==> src/rtl/multi_debounce_toggle.sv <==
// N-channel switch conditioner: input normalisation, synchronizer, counter debounce,
// press/release pulse generation and a per-channel LED toggle flop.
module multi_debounce_toggle #(
    parameter int NUM_CHANNELS     = 4,
    parameter int DEBOUNCE_LIMIT   = 250000,
    parameter int SYNC_STAGES      = 2,
    parameter bit INPUT_ACTIVE_LOW = 1'b0,
    parameter bit TOGGLE_ON_PRESS  = 1'b0
) (
    input  logic                    i_clk,
    input  logic                    i_rst_n,
    input  logic [NUM_CHANNELS-1:0] i_switch,
    output logic [NUM_CHANNELS-1:0] o_debounced,
    output logic [NUM_CHANNELS-1:0] o_rise,
    output logic [NUM_CHANNELS-1:0] o_fall,
    output logic [NUM_CHANNELS-1:0] o_led
);

    localparam int               CNT_W   = $clog2(DEBOUNCE_LIMIT);
    localparam logic [CNT_W-1:0] CNT_MAX = CNT_W'(DEBOUNCE_LIMIT - 1);

    // Normalised so that 1 always means "pressed" from here on.
    logic [NUM_CHANNELS-1:0] w_norm;
    assign w_norm = INPUT_ACTIVE_LOW ? ~i_switch : i_switch;

    for (genvar g = 0; g < NUM_CHANNELS; g++) begin : g_ch
        logic [SYNC_STAGES-1:0] r_sync;
        logic [CNT_W-1:0]       r_cnt;
        logic                   r_db;
        logic                   r_prev;
        logic                   r_led;
        logic                   w_sync;
        logic                   w_rise;
        logic                   w_fall;
        logic                   w_toggle;

        always_ff @(posedge i_clk or negedge i_rst_n) begin
            if (!i_rst_n) begin
                r_sync <= '0;
            end else begin
                r_sync <= {r_sync[SYNC_STAGES-2:0], w_norm[g]};
            end
        end

        assign w_sync = r_sync[SYNC_STAGES-1];

        // Any return to the accepted level restarts the stability count.
        always_ff @(posedge i_clk or negedge i_rst_n) begin
            if (!i_rst_n) begin
                r_cnt <= '0;
                r_db  <= 1'b0;
            end else if (w_sync != r_db) begin
                if (r_cnt == CNT_MAX) begin
                    r_db  <= w_sync;
                    r_cnt <= '0;
                end else begin
                    r_cnt <= r_cnt + CNT_W'(1);
                end
            end else begin
                r_cnt <= '0;
            end
        end

        always_ff @(posedge i_clk or negedge i_rst_n) begin
            if (!i_rst_n) begin
                r_prev <= 1'b0;
            end else begin
                r_prev <= r_db;
            end
        end

        assign w_rise   = r_db & ~r_prev;
        assign w_fall   = ~r_db & r_prev;
        assign w_toggle = TOGGLE_ON_PRESS ? w_rise : w_fall;

        always_ff @(posedge i_clk or negedge i_rst_n) begin
            if (!i_rst_n) begin
                r_led <= 1'b0;
            end else if (w_toggle) begin
                r_led <= ~r_led;
            end
        end

        assign o_debounced[g] = r_db;
        assign o_rise[g]      = w_rise;
        assign o_fall[g]      = w_fall;
        assign o_led[g]       = r_led;
    end

endmodule

==> config.mk <==
export PLATFORM = sky130hd
export DESIGN_NAME = multi_debounce_toggle
export DESIGN_NICKNAME = d
export VERILOG_FILES = /design/src/rtl/multi_debounce_toggle.sv
export SDC_FILE = /design/constraint.sdc
export NUM_CORES = 1
export LEC_CHECK = 0
export ABC_AREA = 1
export BUFFER_PORTS_ARGS = -buffer_cell sky130_fd_sc_hd__buf_2
export CORE_MARGIN = 2
export CORE_UTILIZATION = 55
export CTS_CLUSTER_DIAMETER = 200
export DETAILED_ROUTE_END_ITERATION = 8
export PLACE_DENSITY_LB_ADDON = 0.3
export SETUP_SLACK_MARGIN = 0.5
export SLEW_MARGIN = 20
export SYNTH_ARGS = -nofsm -noshare
export SYNTH_HDL_FRONTEND = slang
export SYNTH_SLANG_ARGS = --single-unit
==> constraint.sdc <==
create_clock -name i_clk -period 1.19 [get_ports i_clk]
set_input_delay 0.0595 -clock i_clk [delete_from_list [all_inputs] [get_ports i_clk]]
set_output_delay 0.0595 -clock i_clk [all_outputs]
set_load 0.05 [all_outputs]
==> results.yml, run 1 <==
critical_path:
  crit_arrival_ps: 1810
  cp_max_fo: 3
  critPathMaxStageDelay_ps: 430
  crit_required_ps: 1480
  cp-end-kind: "register"
  path_cells: "ha_4, nand2_4, nor2_4, nand3_1, o21bai_1, nand2_1, nor2_1"
  cp_slowest_cell: "dfrtp_1"
  critPathLaunchType: "register"
  critPathKind: "reg2reg"
yosys:
  synth_area_per_cell_um2: 8.00
  syn_area_um2: 4810
  syn-num-nets: 611
  synth_cells: 601
  ys_ff_latch: 92
  synth-seq-area-share_pct: 47.9
  yosys_warnings: 0
  synth_cell_types: 25
drt:
  viasPerCell: 5.90
  drtIter0Drc: 340
  wl_per_cell_um: 21.1
  dr_total_vias: 4984
  ant_nets: 0
  drc_errors: 0
  dr.pass1.iters: 5
  routed_wl_um: 17800
power_and_ir_drop:
  vdd_drop_max_mv: 0.644
  p_leak_nw: 3.26
  p_per_area_nw_per_um2: 816
layout:
  final_common_cell: "nor2_1"
  fin_nets: 742
  final_area_um2: 7420
  layout_common_cells: "89 x nor2_1, 81 x nand2_1, 72 x buf_4, 71 x dfrtp_1, 48 x nor2_4"
  syn_to_final_growth_pct: 54.5
  n_fill_cell: 371
  diodes: 0
  final_util_pct: 86.4
  drive_gt1_share_pct: 50.9
clocking:
  htree_levels: 3
  root_buffer: "clkbuf_8"
  clk_path_buf_depth: 2
  clock-sinks: 92
  cts.clk_slew.worst_paths_ps: 120
  cts_tree: "done"
  clock_latency_ps: 380
  hold_buffers: 4
  cts_inserted_buffers: 9
floorplan:
  start_util_pct: 55.9
  fp.coreArea_um2: 8590
  die_w_um: 97.5
  ios: 22
  rows: 34
  die_height_um: 97.5
  die-area_um2: 9500
min_path:
  min_path_type: "in2async"
flow_run:
  maxCapViolations: 0
global_routing:
  antenna_found_initial: 1
  gr-total-overflow: 0
  grt_max_degree: 39
  first_global_vias: 4614
  grt_pass1_wl_um: 22200
  grt_usage_pct: 28.9
timing:
  fin_crit_ps: 1520
  finalSetupViolCount: 78
  period_share_pct: 128
  setup_slack_ps: -332
  fmax_mhz: 657
  slew_headroom_pct: 77.0
  fin_skew_ps: 20.8
  hold_viol_final: 92
  holdWs_ps: -428
  worst_slew_pin_slew_ps: 344
  grt_setup_unrepaired: "true"
  drv_slew: 0
place:
  gp_congestion: 0.903
  io_buffers: 21
  place_area_um2: 5600
  hpwl_um: 7230
run_status:
  status: "complete, but fails checks"
  violations: "negative hold slack, negative setup slack"
[flip-flops by register name (all words and copies together) (netlist names)]
name         count
g_ch.r_cnt      72
g_ch.r_sync      8
g_ch.r_db        4
g_ch.r_led       4
g_ch.r_prev      4
[Yosys cell counts (all sizes together)]
| master | n | share of area [%] |
|---|---|---|
| a21oi | 16 | 1.7 |
| xor2 | 26 | 4.9 |
| nor2 | 165 | 15 |
| ha | 4 | 1.0 |
| nor3b | 4 | 0.62 |
| nor3 | 5 | 0.52 |
| nand2 | 126 | 11 |
| dfrtp | 92 | 48 |
| o21bai | 3 | 0.47 |
| o21ai | 8 | 0.83 |
| inv | 67 | 5.2 |
| nand4 | 8 | 1.0 |
| nand3 | 48 | 5.2 |
| xnor2 | 12 | 2.3 |
| buf | 16 | 2.5 |
| nand3b | 1 | 0.16 |
[power breakdown]
| group | leakage (nW) | switching, mW | internal (mW) | total (mW) |
|---|---|---|---|---|
| logic | 1.94 | 0.279 | 0.214 | 0.493 |
| clock network | 0.0968 | 1.32 | 1.00 | 2.32 |
| registers | 1.22 | 0.0791 | 3.17 | 3.25 |
| total | 3.26 | 1.67 | 4.39 | 6.06 |
[worst paths after layout]
| kind | from | to | slack [ps] | cells after the start |
|---|---|---|---|---|
| setup / recovery | g_ch[1].r_cnt[1] | g_ch[1].r_cnt[10] | -330 | 7 |
| hold / removal | i_rst_n | g_ch[0].r_cnt[14] | -430 | 1 |
| setup reg to reg | g_ch[1].r_cnt[1] | g_ch[1].r_cnt[10] | -330 | 7 |
| hold reg to reg | g_ch[2].r_sync[0] | g_ch[2].r_sync[1] | 360 | 0 |
| max in group asynchronous | i_rst_n | g_ch[3].r_cnt[3] | 1070 | 2 |
| min in group i_clk | i_switch[3] | g_ch[3].r_sync[0] | 330 | 2 |
[routing by layer]
metal,track usage (%),wire (um)
met5,0,7
met4,12.3,1380
met3,3.60,1340
met2,51.1,9060
met1,35.5,6040
[cells by family after synthesis]
family / share of synthesized area, %
buffers and inverters: 7.73
and+or+nand+nor: 33.1
adders and majority gates: 1.04
AOI/OAI and AO/OA: 2.97
DFF: 47.9
xor gates and xnor gates: 7.24
[final cells by class]
type / instances / area [um^2] / share of cell area (%)
clock buffers: 9 / 124 / 1.67
clock inverters: 7 / 80.1 / 1.08
inverters: 67 / 277 / 3.72
multi-input cells: 426 / 3190 / 43.0
flip-flops and latches: 92 / 2330 / 31.4
well taps: 108 / 135 / 1.82
repair buffers: 136 / 1290 / 17.3
[stage by stage]
step / hold WS [ps] / total power [mW] / setup WS [ps] / TNS, ps / cells
final: -428 / 6.06 / -332 / -13610 / 845
after CTS: -412 / 5.85 / -142 / -4920 / 824
after floorplan: -236 / 3.38 / -83.4 / -1100 / 601
after detailed placement: -12.9 / 3.56 / -172 / -5260 / 771
after global placement: -10.3 / 3.54 / -117 / -3080 / 771
after global routing: -395 / 6.19 / -389 / -17420 / 845
[worst max-delay path: cells and delay by family (launching register included)]
| kind | cells | cell delay (ps) |
|---|---|---|
| and+or+nand+nor | 5 | 640 |
| DFF | 1 | 430 |
| AOI/OAI and AO/OA | 1 | 200 |
| adders and majority gates | 1 | 180 |
[repair_timing]
item,4_1_cts,5_1_grt
cloned,0,0
resized for setup,159,133
setup endpoints to repair,96,96
hold endpoints to repair,96,73
pin swaps,61,67
buffers inserted,33,21
Note: power is estimated with default switching activity, not from simulation.
==> inputs of run 2 (changes only) <==
--- a/config.mk
+++ b/config.mk
@@ -8,10 +8,11 @@
 export ABC_AREA = 1
 export BUFFER_PORTS_ARGS = -buffer_cell sky130_fd_sc_hd__buf_2
 export CORE_MARGIN = 2
-export CORE_UTILIZATION = 55
+export CORE_UTILIZATION = 25
 export CTS_CLUSTER_DIAMETER = 200
 export DETAILED_ROUTE_END_ITERATION = 8
 export PLACE_DENSITY_LB_ADDON = 0.3
+export REMOVE_ABC_BUFFERS = 1
 export SETUP_SLACK_MARGIN = 0.5
 export SLEW_MARGIN = 20
 export SYNTH_ARGS = -nofsm -noshare
==> run 2 against run 1 <==
The flow still finishes with violations (negative hold slack, negative setup slack). First-iteration DRC count down 51%. Sequential cell count stayed put. Global-route usage shrank 16 points. Via count fell by 13%. Worst setup slack gained 130 ps. Die area grew 110%. Worst hold slack gained 21 ps. Cell area up 7.1%. Core utilization down 44 points. Final cell count up 21%. Clock power up 26%.
==> results.yml, run 2 (same netlist as run 1, synthesis figures left out) <==
run_status:
  status: "complete, but fails checks"
  violations: "negative hold slack, negative setup slack"
drt:
  drc_errors: 0
  ant_nets: 0
  drtIter0Drc: 168
  dr.pass1.iters: 4
  viasPerCell: 4.25
  routed_wl_um: 12600
  wl_per_cell_um: 12.4
  dr_total_vias: 4341
layout:
  fin_nets: 793
  largest_reg_flops: 72
  top_register: "g_ch.r_cnt"
  final_area_um2: 7950
  syn_to_final_growth_pct: 65.4
  multi_input_area_um2: 3030
  largest_registers: "g_ch.r_cnt: 72 flops, g_ch.r_sync: 8 flops"
  final_common_cell: "buf_4"
  layout_common_cells: "109 x buf_4, 90 x nor2_1, 84 x dfrtp_1, 80 x nand2_1, 59 x buf_6"
  seq_area_um2: 2310
  diodes: 0
  final_util_pct: 42.4
  fin_cells: 1022
  drive_gt1_share_pct: 51.6
  n_fill_cell: 1798
floorplan:
  fp.coreArea_um2: 18800
  ios: 22
  die-area_um2: 20400
  start_util_pct: 25.6
  die_w_um: 143
  rows: 50
  die_height_um: 143
global_routing:
  met3_usage_pct: 2.95
  met2_usage_pct: 22.0
  grtUsageMet1_pct: 15.8
  antenna_found_initial: 0
  grt_max_degree: 43
  grt_usage_pct: 12.7
  gr-total-overflow: 0
  grt-busiest-layer: "met2"
  first_global_vias: 4395
  grt_pass1_wl_um: 20700
clocking:
  clock_latency_ps: 350
  root_buffer: "clkbuf_16"
  htree_levels: 3
  clock-sinks: 92
  cts.clk_slew.worst_paths_ps: 70
  cts_tree: "done"
  hold_buffers: 4
  cts_inserted_buffers: 9
  clk_path_buf_depth: 2
power_and_ir_drop:
  vdd_drop_max_mv: 0.724
  p_leak_nw: 3.51
  p_per_area_nw_per_um2: 832
  total_power_mw: 6.61
critical_path:
  cp_max_fo: 4
  critPathLaunchType: "register"
  crit_arrival_ps: 1640
  path_cells: "buf_4, buf_4, buf_6, inv_1, nor2_2, nand2_4, buf_4, xor2_1, nor2_1"
  critPathKind: "reg2reg"
  cp_slowest_cell: "dfrtp_1"
  crit_top_cell: "buf_4"
  cp-end-kind: "register"
  crit_required_ps: 1430
  critPathMaxStageDelay_ps: 390
place:
  io_buffers: 21
  hpwl_um: 7670
  gp_congestion: 0.795
  place_area_um2: 5850
  numPlacedInstances: 938
  place_ws_ps: -232
timing:
  slew_headroom_pct: 79.9
  finalSetupViolCount: 76
  setup_tns_ps: -7070
  holdWs_ps: -407
  period_share_pct: 117
  setup_slack_ps: -206
  drv_slew: 0
  fin_crit_ps: 1400
  fmax_mhz: 716
  fin_skew_ps: 5.64
  grt_setup_unrepaired: "true"
  worst_slew_pin_slew_ps: 302
  hold_viol_final: 92
min_path:
  min_path_type: "in2async"
flow_run:
  maxCapViolations: 0
run 2: changes by cell type in the layout (fill, tap and decap cells not counted), sizes merged:
| cell | previous run | this run |
|---|---|---|
| buf | 132 | 183 |
| clkinv | 2 | 4 |
| inv | 69 | 67 |
| clkbuf | 9 | 10 |
| clkinvlp | 2 | 1 |
run 2: where the power goes:
group	switching (mW)	total (mW)	leakage [nW]	internal, mW
Sequential	0.0652	3.24	1.24	3.17
Clock	1.29	2.92	0.142	1.63
Combinational	0.242	0.457	2.13	0.215
run 2: layout make-up:
class / count / area share (%)
Clock buffer: 10 / 2.88
Clock inverter: 6 / 0.819
Inverter: 67 / 3.86
Multi-Input combinational cell: 426 / 38.1
Sequential cell: 92 / 29.1
Tap cell: 234 / 3.68
Timing Repair Buffer: 187 / 21.6
run 2: path summary, 6_finish.rpt:
| check | start | slack, ps | end | depth (start not counted) |
|---|---|---|---|---|
| max in group asynchronous | i_rst_n | 1050 | g_ch[0].r_cnt[2] | 2 |
| hold reg to reg | g_ch[3].r_sync[0] | 350 | g_ch[3].r_sync[1] | 0 |
| setup / recovery | g_ch[1].r_cnt[0] | -210 | g_ch[1].r_cnt[7] | 9 |
| setup reg to reg | g_ch[1].r_cnt[0] | -210 | g_ch[1].r_cnt[7] | 9 |
| min in group i_clk | i_switch[3] | 350 | g_ch[3].r_sync[0] | 2 |
| hold / removal | i_rst_n | -410 | g_ch[0].r_cnt[10] | 1 |
run 2: routing by layer:
metal	routed length, um	up-vias
met5	0	-
met4	142	0
met3	317	10
met2	6650	36
met1	5520	2077
li1	-	2218
run 2: timing repair:
action,CTS,global route
buffers inserted,40,24
hold endpoints to repair,96,92
pin swaps,63,81
gates resized for setup,243,109
endpoints found under the setup margin,96,98
run 2: critical path: cells and delay by family (launching register included):
kind | cells | cell delay, ps
flip-flops | 1 | 390
buffers and inverters | 5 | 530
AND/OR/NAND/NOR | 3 | 210
XOR/XNOR | 1 | 140
